[src/rtl/axi_lite_regbank_slave.sv]
// AXI-lite register bank responder: four byte-strobed RW control registers,
// a constant ID word, a free-running cycle counter and a sampled status word.
// Every access completes as OKAY. There are no response codes on this port.
module axi_lite_regbank_slave #(
  parameter logic [31:0] ID_VALUE  = 32'h4349_4430,
  parameter logic [31:0] REG_RESET = 32'h0000_0000
) (
  input  logic         clk,
  input  logic         resetn,
  input  logic         s_awvalid,
  output logic         s_awready,
  input  logic [31:0]  s_awaddr,
  input  logic [2:0]   s_awprot,
  input  logic         s_wvalid,
  output logic         s_wready,
  input  logic [31:0]  s_wdata,
  input  logic [3:0]   s_wstrb,
  output logic         s_bvalid,
  input  logic         s_bready,
  input  logic         s_arvalid,
  output logic         s_arready,
  input  logic [31:0]  s_araddr,
  input  logic [2:0]   s_arprot,
  output logic         s_rvalid,
  input  logic         s_rready,
  output logic [31:0]  s_rdata,
  input  logic [31:0]  hw_status,
  output logic [127:0] reg_out,
  output logic [3:0]   wr_pulse
);

  // Word indices within the 4 KiB window (offset[11:2]).
  localparam logic [9:0] IDX_ID     = 10'd4;
  localparam logic [9:0] IDX_CNT    = 10'd5;
  localparam logic [9:0] IDX_STATUS = 10'd6;

  logic [3:0][31:0] regs;
  logic [31:0]      cnt;

  logic             aw_held;
  logic [9:0]       aw_idx_q;
  logic             w_held;
  logic [31:0]      w_data_q;
  logic [3:0]       w_strb_q;

  logic             commit;
  logic             commit_reg;
  logic             cnt_clr;
  logic             aw_hs;
  logic             w_hs;
  logic             ar_hs;
  logic [9:0]       ar_idx;
  logic [31:0]      rd_mux;

  // Address bits outside the decoded window and the protection fields carry
  // no meaning for this block.
  logic unused_bits;
  assign unused_bits = ^{s_awaddr[31:12], s_awaddr[1:0], s_awprot,
                         s_araddr[31:12], s_araddr[1:0], s_arprot};

  // A single write may be outstanding: each channel is blocked once its
  // holding register is full, and both are blocked while B is pending.
  assign s_awready = !aw_held && !s_bvalid;
  assign s_wready  = !w_held && !s_bvalid;
  assign s_arready = !s_rvalid;

  assign aw_hs  = s_awvalid && s_awready;
  assign w_hs   = s_wvalid && s_wready;
  assign ar_hs  = s_arvalid && s_arready;
  assign ar_idx = s_araddr[11:2];

  assign commit     = aw_held && w_held && !s_bvalid;
  assign commit_reg = commit && (aw_idx_q < 10'd4);
  assign cnt_clr    = commit && (aw_idx_q == IDX_CNT) && (|w_strb_q);

  assign reg_out = regs;

  // Latch AW and W independently until both are present for the commit.
  always_ff @(posedge clk) begin
    if (!resetn) begin
      aw_held  <= 1'b0;
      aw_idx_q <= '0;
      w_held   <= 1'b0;
      w_data_q <= '0;
      w_strb_q <= '0;
    end else begin
      if (commit) begin
        aw_held <= 1'b0;
        w_held  <= 1'b0;
      end
      if (aw_hs) begin
        aw_held  <= 1'b1;
        aw_idx_q <= s_awaddr[11:2];
      end
      if (w_hs) begin
        w_held   <= 1'b1;
        w_data_q <= s_wdata;
        w_strb_q <= s_wstrb;
      end
    end
  end

  // Commit the held write into the targeted RW register, byte lane by lane.
  always_ff @(posedge clk) begin
    if (!resetn) begin
      regs <= {4{REG_RESET}};
    end else if (commit_reg) begin
      for (int b = 0; b < 4; b++) begin
        if (w_strb_q[b]) begin
          regs[aw_idx_q[1:0]][8*b +: 8] <= w_data_q[8*b +: 8];
        end
      end
    end
  end

  // One-cycle strobe to the peripheral for each RW register commit,
  // raised even when no byte lane was enabled.
  always_ff @(posedge clk) begin
    if (!resetn) begin
      wr_pulse <= '0;
    end else begin
      wr_pulse <= '0;
      if (commit_reg) begin
        wr_pulse[aw_idx_q[1:0]] <= 1'b1;
      end
    end
  end

  // Write response: raised at commit, held until the master takes it.
  always_ff @(posedge clk) begin
    if (!resetn) begin
      s_bvalid <= 1'b0;
    end else if (commit) begin
      s_bvalid <= 1'b1;
    end else if (s_bvalid && s_bready) begin
      s_bvalid <= 1'b0;
    end
  end

  // Free-running cycle counter; a strobed write clears it and wins over
  // the increment in the same cycle.
  always_ff @(posedge clk) begin
    if (!resetn) begin
      cnt <= '0;
    end else if (cnt_clr) begin
      cnt <= '0;
    end else begin
      cnt <= cnt + 32'd1;
    end
  end

  // Read decode; unmapped offsets return zero.
  always_comb begin
    rd_mux = '0;
    case (ar_idx)
      10'd0, 10'd1, 10'd2, 10'd3: rd_mux = regs[ar_idx[1:0]];
      IDX_ID:                     rd_mux = ID_VALUE;
      IDX_CNT:                    rd_mux = cnt;
      IDX_STATUS:                 rd_mux = hw_status;
      default:                    rd_mux = '0;
    endcase
  end

  // Read channel: data is captured at the AR handshake, so a write
  // committing on the same edge is not yet visible, and stays stable
  // until the R handshake.
  always_ff @(posedge clk) begin
    if (!resetn) begin
      s_rvalid <= 1'b0;
      s_rdata  <= '0;
    end else if (ar_hs) begin
      s_rvalid <= 1'b1;
      s_rdata  <= rd_mux;
    end else if (s_rvalid && s_rready) begin
      s_rvalid <= 1'b0;
    end
  end

endmodule

[config.mk]
export PLATFORM = sky130hd
export DESIGN_NAME = axi_lite_regbank_slave
export DESIGN_NICKNAME = d
export VERILOG_FILES = /design/src/rtl/axi_lite_regbank_slave.sv
export SDC_FILE = /design/constraint.sdc
export NUM_CORES = 1
export LEC_CHECK = 0
export ABC_AREA = 1
export CORE_UTILIZATION = 49
export CTS_CLUSTER_DIAMETER = 30
export DETAILED_ROUTE_END_ITERATION = 12
export GPL_ROUTABILITY_DRIVEN = 0
export GPL_TIMING_DRIVEN = 0
export PLACE_DENSITY_LB_ADDON = 0.2
export SLEW_MARGIN = 20
export SYNTH_ARGS = -nofsm -noshare
export SYNTH_HDL_FRONTEND = slang
export SYNTH_SLANG_ARGS = --single-unit
[constraint.sdc]
create_clock -name clk -period 2.1 [get_ports clk]
set_clock_uncertainty 0.1 [all_clocks]
set_input_delay 0.42 -clock clk [delete_from_list [all_inputs] [get_ports clk]]
set_output_delay 0.42 -clock clk [all_outputs]
set_load 0.02 [all_outputs]
==> run_results.csv <==
group,metric,value,unit
floorplan,dieWidth,154,um
global_routing,grt_usage,36.5,%
timing,timing.setup.tns,0,ns
setup_path,worstSetupPathType,"reg2out",
cells_and_area,layout-drive-gt1-share,8.20,%
setup_path,r2r-start,"w_strb_q[3]",
clock_tree,htreeDepth,2,
synth,yosys_warnings,0,
floorplan,coreArea,22700,um^2
clock_tree,cts_tree,"built",
synth,ys_types,32,
detailed_routing,via_count,13200,
global_routing,antenna_found_initial,2,
setup_path,cp_num_buf_inv,1,
floorplan,rows,55,
placement,dp_cells,2200,
clock_tree,cts.clk_slew.worst_paths,0.05,ns
global_routing,grt_pass1_vias,12500,
synth,postSynthCellCount,1654,
cells_and_area,layout_commonest_cell,"nand2_1",
setup_path,cpPeakStageDelay,0.63,ns
timing,fin_crit_sh,99.9,%
synth,syn_nets,1800,
timing,finalHoldViolCount,0,
power,power_leakage,6.90,nW
placement,post-place-ws,-0.442,ns
worst_hold_path,hp-class,"reg2reg",
power,p_per_area,831,nW/um^2
detailed_routing,routedWlPerCell,19.3,um
timing,finalMaxSlewViolations,0,
detailed_routing,wirelength,44.2,mm
placement,portBuffers,261,
global_routing,overflow,0,
timing,clock.fmax,477,MHz
synth,ys_seq_elements,246,
cells_and_area,most-common-layout-cells,"nand2_1 (478), dfxtp_1 (246), nand3_1 (237), a21oi_1 (192), clkdlybuf4s50_1 (191)",
worst_hold_path,worstHoldStart,"s_rdata[11]",
setup_path,crit_fanout,3,
power,p_total,13.3,mW
setup_path,cp-startpoint,"reg_out[38]",
timing,relSlewSlack,48.1,%
synth,synth_area_leaders,"dfxtp_1 (43%), nand2_1 (16%), nand3_1 (10%)",
cells_and_area,area_delta_synth_final,41.2,%
setup_path,start_kind,"register",
status,status,"complete, no violations",
floorplan,die_h,154,um
setup_path,crit_cells,1,
detailed_routing,dr.pass1.iters,7,
floorplan,io_pins,314,
timing,rsz0062_at_grt,"false",
synth,syn_avg_cell_area,6.87,um^2
cells_and_area,finalNonFillerCells,2286,
global_routing,grt_pass1_wl,66.8,mm
setup_path,cpMaxStageDelayCell,"clkdlybuf4s50_1",
clock_tree,cts_made_buffers,48,
setup_path,worstRegToRegCells,6,
setup_path,crit_family,"buffers and inverters",
clock_tree,clock_path_buffers,3,
synth,yosysTopAreaCellShare,43.4,%
setup_path,worstPathCellList,"clkdlybuf4s50_1",
flow_run,maxCapViolCount,0,
worst_hold_path,whs_path_depth,2,
clock_tree,cts-root-buf,"clkbuf_16",
cells_and_area,final_util,70.6,%
synth,yosysTopAreaCell,"dfxtp_1",
global_routing,grt_max_degree,13,
cells_and_area,nNetsFinal,2110,
synth,synth_edf_count,0,
detailed_routing,drc,0,
synth,ys.flop_type,"dfxtp_1",
floorplan,start_util,50.0,%
setup_path,critical_path_arrival,1.58,ns
detailed_routing,vias_per_cell,5.77,
timing,tightest_slew,0.779,ns
clock_tree,clock-sinks,246,
detailed_routing,ant_nets,0,
timing,setup_viol,0,
synth,yosysSeqAreaShare,43.4,%
synth,postSynth.asyncResetShare,0,%
synth,syn-cell-area,11400,um^2
timing,fin_ws,0.00269,ns
floorplan,die_area,23800,um^2
clock_tree,worstSkewPairLatency,0.55,ns
setup_path,required,1.58,ns
power,ir_drop,0.577,mV
detailed_routing,drtIter0Drc,1784,
placement,place_hpwl,32.8,mm
setup_path,endpoint_kind,"output port",
timing,period_needed,2.10,ns
registers in the layout, indices dropped and copies added, names as in the netlist:
register and cells:
s_rvalid 1, w_strb_q 4, s_rdata 32, s_bvalid 1
reg_out 128, wr_pulse 4, aw_idx_q 10, w_data_q 32
w_held 1, aw_held 1, cnt 32
cell families after synthesis:
kind of cell / Yosys count / share of synthesized area [%]
adder cells (fa/ha/maj): 1 / 0.110
XOR/XNOR: 7 / 0.540
buffers and inverters: 219 / 8.71
flip-flops: 246 / 43.4
AO/OA/AOI/OAI: 254 / 11.5
AND/OR/NAND/NOR: 927 / 35.7
report_power, final:
part / total (mW) / internal [mW] / leakage [nW] / switching, mW
Sequential: 4.91 / 4.78 / 1.99 / 0.134
Clock: 7.44 / 4.84 / 0.764 / 2.61
Combinational: 0.981 / 0.335 / 4.14 / 0.645
Total: 13.3 / 9.95 / 6.90 / 3.38
final cells by class:
| type | instances | area [um^2] |
|---|---|---|
| multi-input combinational | 1189 | 5450 |
| fill | 1860 | 6670 |
| antenna | 1 | 2.50 |
| clock inverter | 30 | 313 |
| inverter | 122 | 460 |
| tap | 285 | 357 |
| timing repair buffer | 262 | 2740 |
| buffer | 95 | 524 |
| sequential | 246 | 4920 |
| clock buffer | 56 | 1270 |
cell usage after synthesis (6+ instances only):
cell type / n
buf_2: 38
nor3_1: 8
buf_8: 9
nand3_1: 237
a21oi_1: 192
nand2_1: 478
o211ai_1: 10
nor2_1: 129
dfxtp_1: 246
inv_1: 116
nand4_1: 45
nand3b_1: 6
nor2_2: 9
o21ai_0: 50
clkbuf_1: 41
timing repair:
action / in CTS / in global routing
pin swaps: 0 / 2
gates resized for setup: 16 / 60
setup buffers: 0 / 1
hold buffers: 0 / 0
endpoints found under the setup margin: 16 / 110
stage by stage:
| step | hold slack (ns) | cell area [um^2] |
|---|---|---|
| 2_1_floorplan | 0.330 | 11400 |
| 3_3_place_gp | 0.347 | 14300 |
| 3_5_place_dp | 0.355 | 14300 |
| 4_1_cts | 0.366 | 15900 |
| 5_1_grt | 0.380 | 16000 |
| 6_report | 0.363 | 16000 |
final timing paths:
path | endpoint | slack [ns]
worst max-delay path | reg_out[38] | 0.003
worst min-delay path | s_rdata[11] | 0.36
worst max register to register | cnt[6] | 0.19
worst min register to register | s_rdata[11] | 0.36
metal layers:
metal | up-vias | wire, um | global-route usage [%]
met2 | 945 | 19400 | 56.6
met4 | 2 | 2660 | 23.0
li1 | 6065 | - | -
met5 | - | 13 | 0
met1 | 5983 | 16500 | 45.6
met3 | 205 | 5640 | 9.08
Power figures use the tool's default switching activity.
